[src/rtl/xy_pkg.sv]
// Shared types for the XY scan recovery block: coordinate widths and FSM states.
package xy_pkg;

    localparam int unsigned XW = 11;
    localparam int unsigned YW = 10;

    typedef logic [XW-1:0] x_t;
    typedef logic [YW-1:0] y_t;

    typedef enum logic [1:0] {SEARCH, MEASURE, LOCKED} xy_state_t;

endpackage

[src/rtl/xy_evt_detect.sv]
// Registers the scan strobes and derives line-start (ls) and frame-start (fs) events.
module xy_evt_detect (
    input  logic clk,
    input  logic rst_n,
    input  logic x_period,
    input  logic y_period,
    output logic ls,
    output logic fs
);

    logic xp_q;
    logic yp_q;
    logic yp_qq;
    logic ls_prev_q;

    always_ff @(posedge clk or negedge rst_n) begin
        if (!rst_n) begin
            xp_q      <= 1'b0;
            yp_q      <= 1'b0;
            yp_qq     <= 1'b0;
            ls_prev_q <= 1'b0;
        end else begin
            xp_q      <= x_period;
            yp_q      <= y_period;
            yp_qq     <= yp_q;
            ls_prev_q <= ls;
        end
    end

    assign ls = !xp_q;
    // A falling y strobe only marks a frame when the previous sample was a line start.
    assign fs = !yp_q && yp_qq && ls_prev_q;

endmodule

[src/rtl/xy_sync_recover.sv]
// Rebuilds pixel coordinates from x/y scan strobes: measures line/frame size, locks, free-runs.
module xy_sync_recover
    import xy_pkg::*;
#(
    parameter int unsigned H_MAX      = 2048,
    parameter int unsigned V_MAX      = 1024,
    parameter int unsigned H_MIN      = 4,
    parameter int unsigned MISS_LIMIT = 2
) (
    input  logic          iCLK,
    input  logic          iRST_n,
    input  logic          iX_period,
    input  logic          iY_period,
    output logic [XW-1:0] oX_cnt,
    output logic [YW-1:0] oY_cnt,
    output logic          oLocked,
    output logic [XW-1:0] oH_len,
    output logic [YW-1:0] oV_len,
    output logic          oFrame_start,
    output logic          oErr
);

    localparam x_t         XLast   = x_t'(H_MAX - 1);
    localparam x_t         HMin    = x_t'(H_MIN);
    localparam y_t         YLast   = y_t'(V_MAX - 1);
    localparam logic [3:0] MissLim = 4'(MISS_LIMIT);

    logic ls;
    logic fs;

    xy_evt_detect u_evt (
        .clk      (iCLK),
        .rst_n    (iRST_n),
        .x_period (iX_period),
        .y_period (iY_period),
        .ls       (ls),
        .fs       (fs)
    );

    xy_state_t  state_q, state_d;
    x_t         x_q, x_d;
    y_t         y_q, y_d;
    x_t         h_meas_q, h_meas_d;
    logic       h_seen_q, h_seen_d;
    logic [3:0] miss_q, miss_d;
    x_t         h_len_q, h_len_d;
    y_t         v_len_q, v_len_d;
    logic       err_d;
    logic       exp_ls;
    logic       exp_fs;

    x_t   ox_q, ox_d;
    y_t   oy_q, oy_d;
    logic locked_q, locked_d;
    logic fstart_q, fstart_d;
    logic err_q;

    always_comb begin
        state_d  = state_q;
        x_d      = x_q;
        y_d      = y_q;
        h_meas_d = h_meas_q;
        h_seen_d = h_seen_q;
        miss_d   = miss_q;
        h_len_d  = h_len_q;
        v_len_d  = v_len_q;
        err_d    = 1'b0;
        exp_ls   = 1'b0;
        exp_fs   = 1'b0;

        unique case (state_q)
            SEARCH: begin
                x_d      = '0;
                y_d      = '0;
                miss_d   = '0;
                h_seen_d = 1'b0;
                if (fs) begin
                    state_d = MEASURE;
                    x_d     = x_t'(1);
                end
            end

            MEASURE: begin
                x_d = x_q + 1'b1;
                if (ls) begin
                    x_d = '0;
                    y_d = y_q + 1'b1;
                    if (!h_seen_q) begin
                        h_meas_d = x_q + 1'b1;
                        h_seen_d = 1'b1;
                    end else if (x_q + 1'b1 != h_meas_q) begin
                        state_d = SEARCH;
                    end
                end
                // y_q already counts the line that the preceding LS opened, so it is the frame size.
                if (fs) begin
                    if (h_seen_q && h_meas_q >= HMin && y_q >= y_t'(2)) begin
                        state_d = LOCKED;
                        x_d     = x_t'(1);
                        y_d     = '0;
                        h_len_d = h_meas_q;
                        v_len_d = y_q;
                    end else begin
                        state_d = SEARCH;
                    end
                end
                if ((x_q == XLast && !ls) || y_q == YLast) begin
                    state_d = SEARCH;
                end
                if (state_d == SEARCH) begin
                    x_d = '0;
                    y_d = '0;
                end
            end

            LOCKED: begin
                if (x_q == h_len_q - 1'b1) begin
                    x_d = '0;
                    y_d = (y_q == v_len_q - 1'b1) ? '0 : y_q + 1'b1;
                end else begin
                    x_d = x_q + 1'b1;
                end
                exp_ls = (x_d == '0);
                exp_fs = (x_d == x_t'(1)) && (y_d == '0);
                // Any disagreement in a cycle counts once, even if both strobes are off.
                if (ls != exp_ls || fs != exp_fs) begin
                    err_d  = 1'b1;
                    miss_d = miss_q + 1'b1;
                end else if (ls) begin
                    miss_d = '0;
                end
                if (miss_d == MissLim) begin
                    state_d = SEARCH;
                    x_d     = '0;
                    y_d     = '0;
                    miss_d  = '0;
                end
            end

            default: begin
                state_d = SEARCH;
                x_d     = '0;
                y_d     = '0;
            end
        endcase

        locked_d = (state_d == LOCKED);
        ox_d     = locked_d ? x_d : '0;
        oy_d     = locked_d ? y_d : '0;
        fstart_d = locked_d && x_d == '0 && y_d == '0;
    end

    always_ff @(posedge iCLK or negedge iRST_n) begin
        if (!iRST_n) begin
            state_q  <= SEARCH;
            x_q      <= '0;
            y_q      <= '0;
            h_meas_q <= '0;
            h_seen_q <= 1'b0;
            miss_q   <= '0;
            h_len_q  <= '0;
            v_len_q  <= '0;
            ox_q     <= '0;
            oy_q     <= '0;
            locked_q <= 1'b0;
            fstart_q <= 1'b0;
            err_q    <= 1'b0;
        end else begin
            state_q  <= state_d;
            x_q      <= x_d;
            y_q      <= y_d;
            h_meas_q <= h_meas_d;
            h_seen_q <= h_seen_d;
            miss_q   <= miss_d;
            h_len_q  <= h_len_d;
            v_len_q  <= v_len_d;
            ox_q     <= ox_d;
            oy_q     <= oy_d;
            locked_q <= locked_d;
            fstart_q <= fstart_d;
            err_q    <= err_d;
        end
    end

    assign oX_cnt       = ox_q;
    assign oY_cnt       = oy_q;
    assign oLocked      = locked_q;
    assign oH_len       = h_len_q;
    assign oV_len       = v_len_q;
    assign oFrame_start = fstart_q;
    assign oErr         = err_q;

endmodule

[config.mk]
export PLATFORM = sky130hd
export DESIGN_NAME = xy_sync_recover
export DESIGN_NICKNAME = d
export VERILOG_FILES = /design/src/rtl/xy_pkg.sv /design/src/rtl/xy_evt_detect.sv /design/src/rtl/xy_sync_recover.sv
export SDC_FILE = /design/constraint.sdc
export NUM_CORES = 1
export LEC_CHECK = 0
export CAP_MARGIN = 40
export CORE_UTILIZATION = 58
export DETAILED_ROUTE_END_ITERATION = 16
export PLACE_DENSITY = 0.8
export SLEW_MARGIN = 20
export SYNTH_ARGS = -nofsm -noshare
export SYNTH_HDL_FRONTEND = slang
export SYNTH_SLANG_ARGS = --single-unit
[constraint.sdc]
create_clock -name iCLK -period 4.6 [get_ports iCLK]
set_clock_uncertainty 0.05 [all_clocks]
set_input_delay 0.92 -clock iCLK [delete_from_list [all_inputs] [get_ports iCLK]]
set_output_delay 0.92 -clock iCLK [all_outputs]
set_load 0.02 [all_outputs]
# [Word-level counts from Yosys, hierarchy flattened]
# Index checks and enable logic that the tools add are counted.
[word_totals] reg_bits=88 out_inout_bits=45 wordCells=101
[op_classes] addsub=5 order_cmp=2 n_eq_ne=13 mux=39 bitwise=2 n_reduce_logical=23
[op_table] op="$mux 10" count=9
[op_table] op="$mux 11" count=8
[op_table] op="$pmux 11 s3" count=1
[op_table] op="$logic_not 11->1" count=2
[op_table] op="$logic_not 10->1" count=2
[op_table] op="$pmux 10 s2" count=1
[op_table] op="$mux 2" count=9
[op_table] op="$mux 4" count=4
[op_table] op="$add 11x1->11 const B" count=1
[op_table] op="$eq 11x1->1 const B" count=1
[op_table] op="$eq 11x11->1" count=1
[op_table] op="$eq 11x11->1 const B" count=1
[op_table] op="$ge 11x3->1 const B" count=1
[op_table] op="$ne 11x11->1" count=1
[op_table] op="$sub 11x1->11 const B" count=1
[op_table] op="$add 10x1->10 const B" count=1
[op_table] op="$eq 10x10->1" count=1
[op_table] op="$eq 10x10->1 const B" count=1
[op_table] op="$ge 10x2->1 const B" count=1
[op_table] op="$sub 10x1->10 const B" count=1
[op_table] op="$logic_and 1x1->1" count=8
[op_table] op="$pmux 4 s2" count=1
[op_table] op="$pmux 2 s3" count=1
[op_table] op="$reduce_and 3->1" count=2
[op_table] op="14 further kinds" count=24

# [Logic depth before layout (Yosys ltp)]
[depth] word_depth=17 ltp_mapped=15 depth_no_buf=13

# [Modules after synthesis]
# Synthesis repeated with hierarchy kept, for this count alone.
[unflattened] hier_cells=561 area_unflattened_um2=5183.7
[by_module_without_submodules] module="xy_sync_recover" n_inst=1 cells_per_inst=555 area_each_um2=5071.1 seq_area_each_um2=2102.0
[by_module_without_submodules] module="xy_evt_detect" n_inst=1 cells_per_inst=6 area_each_um2=112.6 seq_area_each_um2=100.1

# [Least setup slack after synthesis]
# No wires, ideal clock.
[synth_timing] path_type="register to register" from="register h_len_q[0] (netlist: oH_len[0])" to="register ox_q[2] (netlist: oX_cnt[2])" setup_ns=0.131 arrival_ns=3.524 required_ns=4.419 path_slack_ns=0.895 stages_incl_launch_ff=14 n_path_buf=2 synth_period_minus_slack_ns=3.705 cell_sequence="dfrtp_1 > or4_1 > or3_1 > a2111oi_2 > nand4_1 > or3_4 > buf_6 > a31oi_1 > a21bo_2 > and4b_4 > o21bai_4 > nand2b_1 > buf_6 > nor2_2"
[synth_between] elab_chain_cells=15
[synth_lines] element="from (decl)" line_no="xy_sync_recover.sv:46" text="x_t h_len_q, h_len_d;"
[synth_lines] element="from (signal assigned)" line_no="xy_sync_recover.sv:175" text="h_len_q <= h_len_d;"
[synth_lines] element="$sub 11x1->11 *" line_no="xy_sync_recover.sv:117" text="if (x_q == h_len_q - 1'b1) begin"
[synth_lines] element="$eq 11x11->1 *" line_no="xy_sync_recover.sv:117"
[synth_lines] element="$mux 11 / $mux 10 (equally long branches)" line_no="xy_sync_recover.sv:117"
[synth_lines] element="$mux 11 / $mux 10 (equally long branches)" line_no="xy_sync_recover.sv:71" text="unique case (state_q)"
[synth_lines] element="$eq 11x1->1 / $logic_not 10->1 (equally long branches)" line_no="xy_sync_recover.sv:124" text="exp_fs = (x_d == x_t'(1)) && (y_d == '0);"
[synth_lines] element="$logic_and 1x1->1" line_no="xy_sync_recover.sv:124"
[synth_lines] element="$ne 1x1->1" line_no="xy_sync_recover.sv:126" text="if (ls != exp_ls || fs != exp_fs) begin"
[synth_lines] element="$logic_or 1x1->1" line_no="xy_sync_recover.sv:126"
[synth_lines] element="$mux 4" line_no="xy_sync_recover.sv:126"
[synth_lines] element="$mux 4" line_no="xy_sync_recover.sv:71"
[synth_lines] element="$eq 4x2->1" line_no="xy_sync_recover.sv:132" text="if (miss_d == MissLim) begin"
[synth_lines] element="$mux 2" line_no="xy_sync_recover.sv:132"
[synth_lines] element="$pmux 2 s3" line_no="xy_sync_recover.sv:71"
[synth_lines] element="$eq 2x2->1" line_no="xy_sync_recover.sv:147" text="locked_d = (state_d == LOCKED);"
[synth_lines] element="$mux 11 *" line_no="xy_sync_recover.sv:148" text="ox_d = locked_d ? x_d : '0;"
[synth_lines] element="net ox_d[2]" line_no="xy_sync_recover.sv:52" text="x_t ox_q, ox_d;"
[synth_lines] element="to (signal assigned)" line_no="xy_sync_recover.sv:163" text="ox_q <= '0;"
[synth_lines] element="to (signal assigned)" line_no="xy_sync_recover.sv:177" text="ox_q <= ox_d;"
[synth_lines] element="to (decl)" line_no="xy_sync_recover.sv:52"
# Mark *: on every way through the listed nets, which the timed path passes. The rest lies on a longest branch. The select of a mux whose other input is x is not followed.
# A chain may end at the register's enable or synchronous reset.

# [Worst setup path in the final report]
[layout_timing] from="register h_len_q[0] (netlist: oH_len[0])" to="register fstart_q (netlist: oFrame_start)"
[layout_rtl] element="$sub 11x1->11 *" line_no="xy_sync_recover.sv:117"
[layout_rtl] element="$eq 11x11->1 *" line_no="xy_sync_recover.sv:117"
[layout_rtl] element="$mux 11 / $mux 10 (equally long branches)" line_no="xy_sync_recover.sv:117"
[layout_rtl] element="$mux 11 / $mux 10 (equally long branches)" line_no="xy_sync_recover.sv:71"
[layout_rtl] element="$eq 11x1->1 / $logic_not 10->1 (equally long branches)" line_no="xy_sync_recover.sv:124"
[layout_rtl] element="$logic_and 1x1->1" line_no="xy_sync_recover.sv:124"
[layout_rtl] element="$ne 1x1->1" line_no="xy_sync_recover.sv:126"
[layout_rtl] element="$logic_or 1x1->1" line_no="xy_sync_recover.sv:126"
[layout_rtl] element="$mux 4" line_no="xy_sync_recover.sv:126"
[layout_rtl] element="$mux 4" line_no="xy_sync_recover.sv:71"
[layout_rtl] element="$eq 4x2->1" line_no="xy_sync_recover.sv:132"
[layout_rtl] element="$mux 10 *" line_no="xy_sync_recover.sv:132"
[layout_rtl] element="$pmux 10 s2 *" line_no="xy_sync_recover.sv:71"
[layout_rtl] element="net y_d[5]" line_no="xy_sync_recover.sv:42" text="y_t y_q, y_d;"
[layout_rtl] element="$logic_not 10->1 *" line_no="xy_sync_recover.sv:150" text="fstart_d = locked_d && x_d == '0 && y_d == '0;"
[layout_rtl] element="$logic_and 1x1->1 *" line_no="xy_sync_recover.sv:150"
[layout_rtl] element="net fstart_d" line_no="xy_sync_recover.sv:55" text="logic fstart_q, fstart_d;"
[layout_rtl] element="to (signal assigned)" line_no="xy_sync_recover.sv:180" text="fstart_q <= fstart_d;"
[layout_rtl] element="to (decl)" line_no="xy_sync_recover.sv:55"
# Marked as above.

==> summary.txt <==
Synthesis
  • Syn_area_per_cell: approximately 9.5 um2
  • Top cells by area, synth: dfrtp_1 42%, xnor2_1 5.4%, mux2_2 4.2%, nor2_1 4.2%, o21ai_0 2.5%
  • Yosys cell types: between 70 and 80
  • Synth Register Bits: a little under 90
  • Sequential fraction of the synthesis area: 0.415
  • Cell taking the most area after synthesis: dfrtp_1
  • Syn Inst Count: about 560
  • Share of the synthesized area in the top cell type: 0.415
  • Synth warn: 0
  • Number of flops mapped to enable cells by yosys: 0
  • Commonest register cell after synthesis: dfrtp_1
  • Fraction of registers with async set/reset: 1.00
  • Mapped Area: between 5000 and 6000 um2
  • Syn Nets: roughly 570

Critical path
  • CP required: 4.77 ns
  • R2R cell count: 11
  • Crit-path max FO: 14
  • CP arrival: around 4.4 ns
  • Crit. End Element: flip-flop
  • Worst setup SP type: flip-flop
  • Worst setup path class: flip-flop to flip-flop

Job
  • MaxCap Viol Count: 0

Global route
  • Global-route wire length before repair: about 21,000 um
  • Initial antenna violation count: 0
  • Total GRT Usage: 0.281
  • Vias in the first global route: roughly 4,200
  • Largest net degree at the start of global routing: between 40 and 50
  • Grt ovf: 0

Layout
  • Syn-to-layout area delta: 14.2%
  • Layout Nets: ~620
  • Most frequent cells in the layout: 88 x dfrtp_1, 59 x nor2_1, 47 x clkdlybuf4s50_1, 33 x xnor2_1, 33 x nand2_1
  • Fillers: 719
  • Register Area: approximately 2200 um2
  • N_diodes: 0
  • Multi-input logic area: 2850 um2
  • Commonest non-fill, non-tap cell in the layout: dfrtp_1
  • Ratio of cells with drive above 1 in the final layout: 0.139

Floorplan
  • FP Rows: 34
  • Die ar.: around 9500 um2
  • Core box area: 8810 um2
  • Die Y: 97.6 um
  • Chip width: between 90 and 100 um
  • I/O pin count: roughly 50
  • Starting Density: 0.602

Timing
  • Unrepaired setup endpoints after global routing: no
  • Max Clk Rate: ~240 MHz
  • Setup_tns: 0 ns
  • Post-route minimum period: about 4.2 ns
  • Final Cycle Share: 0.910
  • Slew headroom: 0.506
  • Fin. max-slew vios: 0
  • Final Hold Vio Count: 0
  • # setup viols final: 0
  • Slew @ Worst Pin: 0.734 ns
  • Hold slack: ~0.35 ns

Placed design
  • IO buf count: 48
  • Detail Placement HPWL: 9150 um
  • Routability cong.: 0.911

Clocking
  • Hold buffers post-CTS: 0
  • Root Driver: clkbuf_8
  • Clock sink count: 88
  • Clk slew on worst S/H paths: 0.09 ns
  • Clk_lat worst skew: roughly 0.36 ns
  • Setup Buffers After CTS: 0
  • CTS tree: done
  • Clock buffer depth: 2
  • H-tree depth: 3
  • Post-CTS Resized: 0
  • Inserted Clock Buffers: 9

Drt
  • DR pass1 iterations: 10
  • Via count: 4,368
  • Remaining DRCs: 6
  • Routed len/inst: 17.7 um
  • Iteration-0 DRC count of the detailed router: 384
  • Post-Route WL: ~13,000 um
  • DR vias/cell: around 6.1
  • Remaining antenna violation count: 0

Power and ir drop
  • Combinational share of power: 0.197
  • Flop pwr share: 0.496
  • Clk pwr share: 0.307
  • Pwr Density: between 300 and 400 nW/um2
  • Power Internal: 1.26 mW
  • Worst vdd ir: about 0.22 mV
  • Leak: between 2 and 3 nW
  • Sw power: 582 uW
  • Switching share of power: 0.317

Outcome
  • Failing checks: DRC
  • Outcome: finished, violations left

Hold path
  • Type of the worst min-delay path: flip-flop to flip-flop
  • Depth of the worst hold-timing path: 0
==> sequential cells by signal, summed over array words and instances (netlist names), 2 cells and up <==
register,flops
oH_len,11
oY_cnt,10
x_q,11
oX_cnt,11
y_q,10
oV_len,10
h_meas_q,11
state_q,2
miss_q,4
==> worst max-delay path, cell delays in order, from the launching register on <==
cell and delay (ns):
dfrtp_1 0.45, or4_1 0.58, or3_1 0.35, a2111oi_2 0.43, nand4_1 0.25, or3_4 0.53, a22oi_2 0.25, a21bo_2 0.22
and2_4 0.25, nor2_1 0.08, o21a_1 0.21, a2111oi_1 0.38
==> metal layers <==
layer | GRT usage | routed length, um
met1 | 0.439 | 6190
met3 | 0.0561 | 913
met2 | 0.395 | 5340
met4 | 0.0723 | 167
met5 | 0 | 0
==> cell usage after synthesis, types with 6 or more instances <==
cell      number
and2_1        13
a21oi_1       23
inv_1         21
mux2_2        20
nor4_1         9
nor2_2        10
nand4_1       10
o21ai_0       26
nand2_1       33
nor2b_1        6
nor3_1        17
o22ai_1        8
and3_1         8
ha_1          10
xnor2_1       33
clkbuf_1      21
nor2_1        59
xor2_1        13
nand3_1       22
dfrtp_1       88
==> power groups by stage <==
stage | clock network (mW) | logic, mW | registers [mW]
after detailed placement | 0 | 0.360 | 0.927
final | 0.564 | 0.362 | 0.912
after global placement | 0 | 0.350 | 0.923
after global routing | 0.600 | 0.401 | 0.923
after CTS | 0.572 | 0.362 | 0.911
after floorplan | 0 | 0.276 | 0.899
==> worst paths after layout <==
kind	slack (ns)	startpoint	end
min in group asynchronous	0.50	iRST_n	oH_len[4]
worst min-delay path	0.35	u_evt.yp_q	u_evt.yp_qq
worst max register to register	0.41	oH_len[0]	oFrame_start
worst min register to register	0.35	u_evt.yp_q	u_evt.yp_qq
worst max-delay path	0.41	oH_len[0]	oFrame_start
max in group asynchronous	3.04	iRST_n	state_q[0]
==> cell families (layout without fill, tap and decap cells) <==
kind of cell | count (synthesis) | in the layout | synth area share
compound gates | 109 | 109 | 0.144
xor+xnor | 50 | 50 | 0.0932
fa+ha+maj | 10 | 10 | 0.0236
buf+inv | 51 | 100 | 0.0479
flops | 88 | 88 | 0.415
mux | 24 | 24 | 0.0500
simple gates | 225 | 225 | 0.226
==> stage by stage <==
stage | cell area [um2] | setup slack (ns) | power [mW] | utilization | cells
detailed placement | 5840 | 0.510 | 1.29 | 0.663 | 697
floorplan | 5310 | 0.895 | 1.17 | - | 557
global placement | 5840 | 0.656 | 1.27 | 0.663 | 697
finish | 6060 | 0.415 | 1.84 | 0.688 | 714
CTS | 6040 | 0.444 | 1.84 | 0.686 | 713
global route | 6060 | 0.164 | 1.92 | 0.688 | 714
==> cell type report <==
cell class | instances | area share
well taps | 108 | 0.0223
clock buffers | 10 | 0.0211
multi-input cells | 418 | 0.470
repair buffers | 61 | 0.0959
clock inverters | 6 | 0.0124
flip-flops and latches | 88 | 0.364
inverters | 23 | 0.0143
Power figures use the tool's default switching activity.
